`src/rtl/riscv_pkg.sv`:
```
// Shared RISC-V decode definitions: opcode encodings, field positions
// and the IF/ID bundle.
package riscv_pkg;

    localparam int ILEN = 32;

    localparam logic [6:0] OP_LUI    = 7'b0110111;
    localparam logic [6:0] OP_AUIPC  = 7'b0010111;
    localparam logic [6:0] OP_JAL    = 7'b1101111;
    localparam logic [6:0] OP_JALR   = 7'b1100111;
    localparam logic [6:0] OP_BRANCH = 7'b1100011;
    localparam logic [6:0] OP_LOAD   = 7'b0000011;
    localparam logic [6:0] OP_STORE  = 7'b0100011;
    localparam logic [6:0] OP_IMM    = 7'b0010011;
    localparam logic [6:0] OP_REG    = 7'b0110011;

    localparam int OPC_LSB = 0;
    localparam int RD_LSB  = 7;
    localparam int F3_LSB  = 12;
    localparam int RS1_LSB = 15;
    localparam int RS2_LSB = 20;
    localparam int F7_LSB  = 25;

    typedef struct packed {
        logic [ILEN-1:0] pc;
        logic [ILEN-1:0] instr;
    } if_id_t;

endpackage

```
`src/rtl/riscv_imm_pack.sv`:
```
// Packs raw immediate bits low-aligned for the sign-extend stage
// and flags unsupported opcodes.
module riscv_imm_pack
    import riscv_pkg::*;
(
    input  logic [31:0] instr,
    output logic [31:0] imm_raw,
    output logic        illegal
);

    always_comb begin
        imm_raw = '0;
        illegal = 1'b0;
        unique case (instr[6:0])
            OP_IMM, OP_LOAD, OP_JALR:
                imm_raw = {20'b0, instr[31:20]};
            OP_STORE:
                imm_raw = {20'b0, instr[31:25], instr[11:7]};
            // imm[12:1]; consumer restores the implicit zero LSB
            OP_BRANCH:
                imm_raw = {20'b0, instr[31], instr[7],
                           instr[30:25], instr[11:8]};
            // imm[20:1]
            OP_JAL:
                imm_raw = {12'b0, instr[31], instr[19:12],
                           instr[20], instr[30:21]};
            OP_AUIPC, OP_LUI:
                imm_raw = {12'b0, instr[31:12]};
            OP_REG:
                imm_raw = '0;
            default:
                illegal = 1'b1;
        endcase
    end

endmodule

```
`src/rtl/riscv_decode_stage.sv`:
```
// IF/ID stage: output register plus one skid entry, valid/ready on
// both sides, flush for redirects, field split of the held instruction.
module riscv_decode_stage
    import riscv_pkg::*;
#(
    parameter int XLEN = 32
) (
    input  logic            clk,
    input  logic            reset,
    input  logic            in_valid,
    output logic            in_ready,
    input  logic [XLEN-1:0] in_instr,
    input  logic [XLEN-1:0] in_pc,
    input  logic            flush,
    output logic            out_valid,
    input  logic            out_ready,
    output logic [XLEN-1:0] out_pc,
    output logic [XLEN-1:0] out_instr,
    output logic [6:0]      opcode,
    output logic [4:0]      rd,
    output logic [4:0]      rs1,
    output logic [4:0]      rs2,
    output logic [2:0]      funct3,
    output logic [6:0]      funct7,
    output logic [31:0]     imm_raw,
    output logic            illegal
);

    if_id_t out_q;
    if_id_t skid_q;
    if_id_t in_d;
    logic   out_valid_q;
    logic   skid_valid_q;
    logic   accept;
    logic   out_free;
    logic   xfer;
    logic   illegal_raw;

    assign in_d     = '{pc: in_pc, instr: in_instr};
    assign accept   = in_valid && !skid_valid_q && !flush;
    assign xfer     = out_valid_q && out_ready;
    assign out_free = !out_valid_q || out_ready;

    always_ff @(posedge clk or posedge reset) begin
        if (reset) begin
            out_q        <= '0;
            skid_q       <= '0;
            out_valid_q  <= 1'b0;
            skid_valid_q <= 1'b0;
        end else if (flush) begin
            out_valid_q  <= 1'b0;
            skid_valid_q <= 1'b0;
        end else if (skid_valid_q && out_free) begin
            out_q        <= skid_q;
            out_valid_q  <= 1'b1;
            skid_valid_q <= 1'b0;
        end else if (accept && out_free) begin
            out_q        <= in_d;
            out_valid_q  <= 1'b1;
        end else if (accept) begin
            skid_q       <= in_d;
            skid_valid_q <= 1'b1;
        end else if (xfer) begin
            out_valid_q  <= 1'b0;
        end
    end

    assign in_ready  = !skid_valid_q;
    assign out_valid = out_valid_q;
    assign out_pc    = out_q.pc;
    assign out_instr = out_q.instr;
    assign opcode    = out_q.instr[OPC_LSB +: 7];
    assign rd        = out_q.instr[RD_LSB  +: 5];
    assign rs1       = out_q.instr[RS1_LSB +: 5];
    assign rs2       = out_q.instr[RS2_LSB +: 5];
    assign funct3    = out_q.instr[F3_LSB  +: 3];
    assign funct7    = out_q.instr[F7_LSB  +: 7];

    riscv_imm_pack u_imm_pack (
        .instr   (out_q.instr),
        .imm_raw (imm_raw),
        .illegal (illegal_raw)
    );

    // An empty register holds zero, which would otherwise read as illegal
    assign illegal = out_valid_q && illegal_raw;

endmodule

```
`config.mk`:
```
export PLATFORM = sky130hd
export DESIGN_NAME = riscv_decode_stage
export DESIGN_NICKNAME = d
export VERILOG_FILES = /design/src/rtl/riscv_pkg.sv /design/src/rtl/riscv_imm_pack.sv /design/src/rtl/riscv_decode_stage.sv
export SDC_FILE = /design/constraint.sdc
export NUM_CORES = 1
export LEC_CHECK = 0
export CAP_MARGIN = 20
export CORE_MARGIN = 2
export CORE_UTILIZATION = 40
export CTS_CLUSTER_SIZE = 30
export DETAILED_ROUTE_END_ITERATION = 8
export PLACE_DENSITY = 0.69
export SYNTH_ARGS = -nofsm -noshare
export SYNTH_HDL_FRONTEND = slang
export SYNTH_HIERARCHICAL = 1
export SYNTH_SLANG_ARGS = --single-unit
```
`constraint.sdc`:
```
create_clock -name clk -period 4.8 [get_ports clk]
set_clock_uncertainty 0.05 [all_clocks]
set_input_delay 0.96 -clock clk [delete_from_list [all_inputs] [get_ports clk]]
set_output_delay 0.96 -clock clk [all_outputs]
set_load 0.02 [all_outputs]
```
After elaboration in Yosys (flattened, before gate mapping):

Cells that the tools add are included.

* bits in registers: 130
* bits of input ports: 69
* output and inout port bits: 131
* logic and storage cells: 53

* equal/unequal tests: 11
* multiplexer cells: 13
* bitwise gates (word level): 3
* reductions and logical operators: 20

Operator list (number)
* 64-bit two-way mux: 2
* 20-bit one-hot mux with 5 select lines: 1
* 7-bit by 6-bit == test with 1-bit output, second input constant: 3
* 7-bit == test, second input constant: 3
* 7-bit by 5-bit == test with 1-bit output, second input constant: 2
* 1-bit two-way mux: 10
* 9-bit OR reduction: 1
* 7-bit by 2-bit == test with 1-bit output, second input constant: 1
* 1-bit logical AND: 6
* 2-bit AND reduction: 3
* 4-bit by 2-bit inequality test with 1-bit output, second input constant: 1
* 4-bit AND reduction: 1
* 4-bit nonzero test: 1
* 1-bit zero test: 3
* 3-bit inequality test, second input constant: 1
* 1-bit NOT: 3
* 3-bit nonzero test: 1
* 3-bit OR reduction: 1
* 2-bit nonzero test: 1
* 2-bit OR reduction: 1
* 1-bit logical OR: 1

Depth between registers and ports, before layout:

* depth in word-level cells: 7
* gate-level depth with buffers: 5
* mapped depth without buffers: 4

Hierarchy:

The synthesis kept the hierarchy.

By module, submodules not included
* riscv_decode_stage: times used 1, cells each 385, area each 6170.9 um^2, sequential area each 3253.1 um^2
* riscv_imm_pack: times used 1, cells each 103, area each 812.0 um^2, sequential area each 0.0 um^2

Worst setup path after synthesis:

OpenSTA, ideal clock, no wires.

* path kind: register to output
* start point: reg out_q, in the netlist out_instr[3]
* end point: out imm_raw[0]
* arrival time: 1.562 ns
* data required time: 3.790 ns
* slack: 2.228 ns
* stages on the path, launching flop included: 6
* buffers on the path: 2
* cells stage by stage: dfrtp_1 buf_6 and3b_1 buf_6 o21ai_0 o2111ai_1

* cells in the longest elaborated chain, start to end: 3
* elaborated cells on any way between the ends: 11
* those cells by class: eq/ne: 8; mux: 1; reduce/logical: 2

RTL lines
* from (decl): line riscv_decode_stage.sv:29 `if_id_t out_q;`
* from (signal assigned): line riscv_decode_stage.sv:54 `out_q <= skid_q;`
* from (signal assigned): line riscv_decode_stage.sv:58 `out_q <= in_d;`
* 7-bit by 5-bit == test with 1-bit output (tied with other cells): line riscv_imm_pack.sv:14 `unique case (instr[6:0])`
* 3-bit OR reduction or 2-bit OR reduction (tied branches)
* 20-bit one-hot mux with 5 select lines *: line riscv_imm_pack.sv:14
* to (decl): line riscv_decode_stage.sv:25 `output logic [31:0] imm_raw,`

Mark *: on every way between the ends. The rest lies on a longest branch, timed or not.

Final worst setup path:

* start point: reg out_q, in the netlist out_instr[6]
* end point: out imm_raw[11]

Same word-level chain as after synthesis.

==> flow_summary.json <==
{
  "yosysTopAreaCell": "dfrtp_1",
  "wl_per_cell_um": 18.5,
  "synthMuxAreaShare": 0.350,
  "final-hold-violation-count": 0,
  "grt_usage": 0.177,
  "routed_wirelength_mm": 16.3,
  "finalSetupViolCount": 0,
  "required_ns": 3.79,
  "syn_area_per_cell_um2": 14.3,
  "arrival_ns": 2.93,
  "drt_iter0_markers": 188,
  "synth-compound-area-share": 0.0346,
  "row_count": 48,
  "grt_antenna_before_repair": 1,
  "synth_xor_area_frac": 0.00125,
  "cap_violations": 0,
  "cp_slowest_cell": "dfrtp_1",
  "tritoncts": "yes",
  "ff2ff_path_depth": 5,
  "max_freq_mhz": 254,
  "rsz0062_at_grt": "no",
  "crit_cells": 4,
  "place.gp.congestion": 0.798,
  "ir_worst_vdd_uv": 219,
  "place_hpwl_mm": 10.8,
  "timing.final.crit_period_ns": 3.94,
  "ys.flop_type": "dfrtp_1",
  "synth_edf_count": 0,
  "clockRootBuffer": "clkbuf_16",
  "slowest_delay_ns": 0.67,
  "portBuffers": 187,
  "synth_seq_cells": 130,
  "critPathKind": "reg2out",
  "finalMaxSlewViolations": 0,
  "initial_core_util": 0.407,
  "grt_max_degree": 89,
  "die_h_um": 136,
  "setup_ws_ns": 0.862,
  "clkLatencyLatePin_ns": 0.41,
  "clk_pin_slew_ns": 0.06,
  "finalNetCount": 707,
  "post_cts.repair.setup_buffers": 0,
  "crit_fanout": 26,
  "grt_remaining_overflow": 0,
  "fin_crit_sh": 0.821,
  "cts_buffers": 17,
  "yosysWarnings": 6,
  "vias": 4490,
  "synth_area_leaders": "dfrtp_1, mux2_2, mux2_4",
  "cts-resized-gates": 0,
  "firstDrtPassIters": 4,
  "synthesis.area_um2": 6980,
  "worstPathCellList": "nand3b_1, nor2_2, a221o_1, clkdlybuf4s50_1",
  "htreeDepth": 4,
  "startpoint_type": "register",
  "async_reset_ff_frac": 1.00,
  "fp.dieW_um": 136,
  "cp_top_family": "simple AND/OR/NAND/NOR gates",
  "syn_to_final_growth_pct": 32.8,
  "worstHoldPathCells": 1,
  "crit_buf_inv": 1,
  "status": "completed",
  "antenna_left": 0,
  "ios": 200,
  "power.leakage_uw": 0.00404,
  "synth_top_area_frac": 0.466,
  "hold_buffers": 0,
  "grt_pass1_vias": 4575,
  "worst_setup_path_end_kind": "output pin",
  "layout-drive-gt1-share": 0.384,
  "synth_fa_ha_area_frac": 0,
  "pre_cts_slack_ns": 1.26,
  "remaining_drc_errors": 0,
  "synthDistinctLibCells": 50,
  "hp-class": "reg2reg",
  "die-area_um2": 18500,
  "cts_sinks": 130,
  "grt_pass1_wl_mm": 24.9,
  "worstMarginPinSlew_ns": 0.934,
  "fin_setup_tns_ns": 0,
  "synth_top_family_by_area": "multiplexers",
  "via_per_inst": 5.12,
  "relSlewSlack": 0.377,
  "core_region_area_um2": 17200,
  "synth-simple-area-share": 0.0509,
  "synthCells": 488,
  "clockBufferDepth": 2,
  "power.density_nw_per_um2": 454,
  "nFillCells": 1449,
  "synth-seq-area-share": 0.466
}
-- per-layer routing --
layer / share of wire / vias up / GRT usage / wire length, µm
met4: 0.015 / 0 / 0.0689 / 247
met3: 0.052 / 15 / 0.0377 / 848
met2: 0.49 / 147 / 0.284 / 7980
met1: 0.44 / 2295 / 0.235 / 7190
li1: - / 2033 / - / -
met5: 0 / - / 0 / 0
-- final timing paths --
check / start / to / slack (ns)
min reg2reg: skid_q[13]$_DFFE_PP0P_ / skid_q[13]$_DFFE_PP0P_ / 0.45
max: out_instr[6]$_DFFE_PP0P_ / imm_raw[11] / 0.86
min: skid_q[13]$_DFFE_PP0P_ / skid_q[13]$_DFFE_PP0P_ / 0.45
min in group asynchronous: reset / out_pc[2]$_DFFE_PP0P_ / 1.03
max in group asynchronous: reset / out_instr[28]$_DFFE_PP0P_ / 2.78
max reg2reg: skid_valid_q$_DFFE_PP0P_ / out_pc[5]$_DFFE_PP0P_ / 2.16
-- cell type report --
| class | instances | area, µm² | area share |
|---|---|---|---|
| multi-input combinational | 284 | 3090 | 0.333 |
| antenna | 1 | 2.50 | 0.000270 |
| inverter | 12 | 50.0 | 0.00540 |
| tap | 225 | 282 | 0.0303 |
| timing repair buffer | 193 | 1930 | 0.208 |
| sequential | 130 | 3260 | 0.351 |
| clock buffer | 18 | 439 | 0.0473 |
| clock inverter | 14 | 224 | 0.0241 |
-- cell families after synthesis --
kind of cell	count (synthesis)
muxes	197
DFF	130
buffers and inverters	85
and+or+nand+nor	48
AOI/OAI and AO/OA	26
xor gates and xnor gates	1
other	1
-- cell usage in the layout, fill, tap and decap left out, drive strengths merged, types with 5 or more instances in the layout --
| cell | instances |
|---|---|
| a221o | 7 |
| a22o | 7 |
| and4 | 5 |
| buf | 6 |
| bufinv | 5 |
| clkbuf | 18 |
| clkdlybuf4s50 | 187 |
| conb | 12 |
| dfrtp | 130 |
| inv | 16 |
| mux2 | 196 |
| nand3 | 9 |
| or3 | 5 |
-- state kept, by name, summed over array words and instances (netlist names) --
name          cells
out_instr        32
skid_valid_q      1
out_pc           32
out_valid         1
skid_q           64
-- synth_stat cells (2+ instances only) --
| library cell | instances |
|---|---|
| nor2_1 | 3 |
| nor3b_1 | 2 |
| a22o_1 | 7 |
| and4_1 | 3 |
| and4b_2 | 2 |
| nor2b_1 | 2 |
| and3_1 | 2 |
| nand2_1 | 2 |
| dfrtp_1 | 130 |
| or3_1 | 4 |
| o2111ai_1 | 4 |
| buf_12 | 7 |
| buf_4 | 45 |
| a221o_1 | 7 |
| mux2_4 | 60 |
| and4_2 | 2 |
| inv_1 | 12 |
| buf_2 | 12 |
| buf_6 | 6 |
| nand3_1 | 9 |
| mux2_2 | 136 |
| nand3b_1 | 3 |
-- report_power, final --
part	internal, µW	total, µW	switching (µW)	leakage (µW)
Sequential	1360	1600	239	0.00156
Clock	944	1450	510	0.000322
Combinational	689	1160	474	0.00215
-- worst reg2reg max path: cells and delay by family, from the launching register on --
family	cells	cell delay, ns
buf+inv	2	1.22
flops	1	0.40
mux	1	0.44
simple gates	2	0.41
-- metrics by stage --
step / instance area, µm² / cells / hold WS, ns / total power [µW] / util
after floorplan: 7020 / 499 / 0.424 / 2330 / -
after global placement: 8610 / 844 / 0.433 / 2750 / 0.501
after detailed placement: 8610 / 844 / 0.437 / 2780 / 0.501
after CTS: 9270 / 876 / 0.455 / 4260 / 0.540
after global routing: 9280 / 877 / 0.463 / 4400 / 0.540
final: 9280 / 877 / 0.454 / 4210 / 0.540
Power figures use the tool's default switching activity.
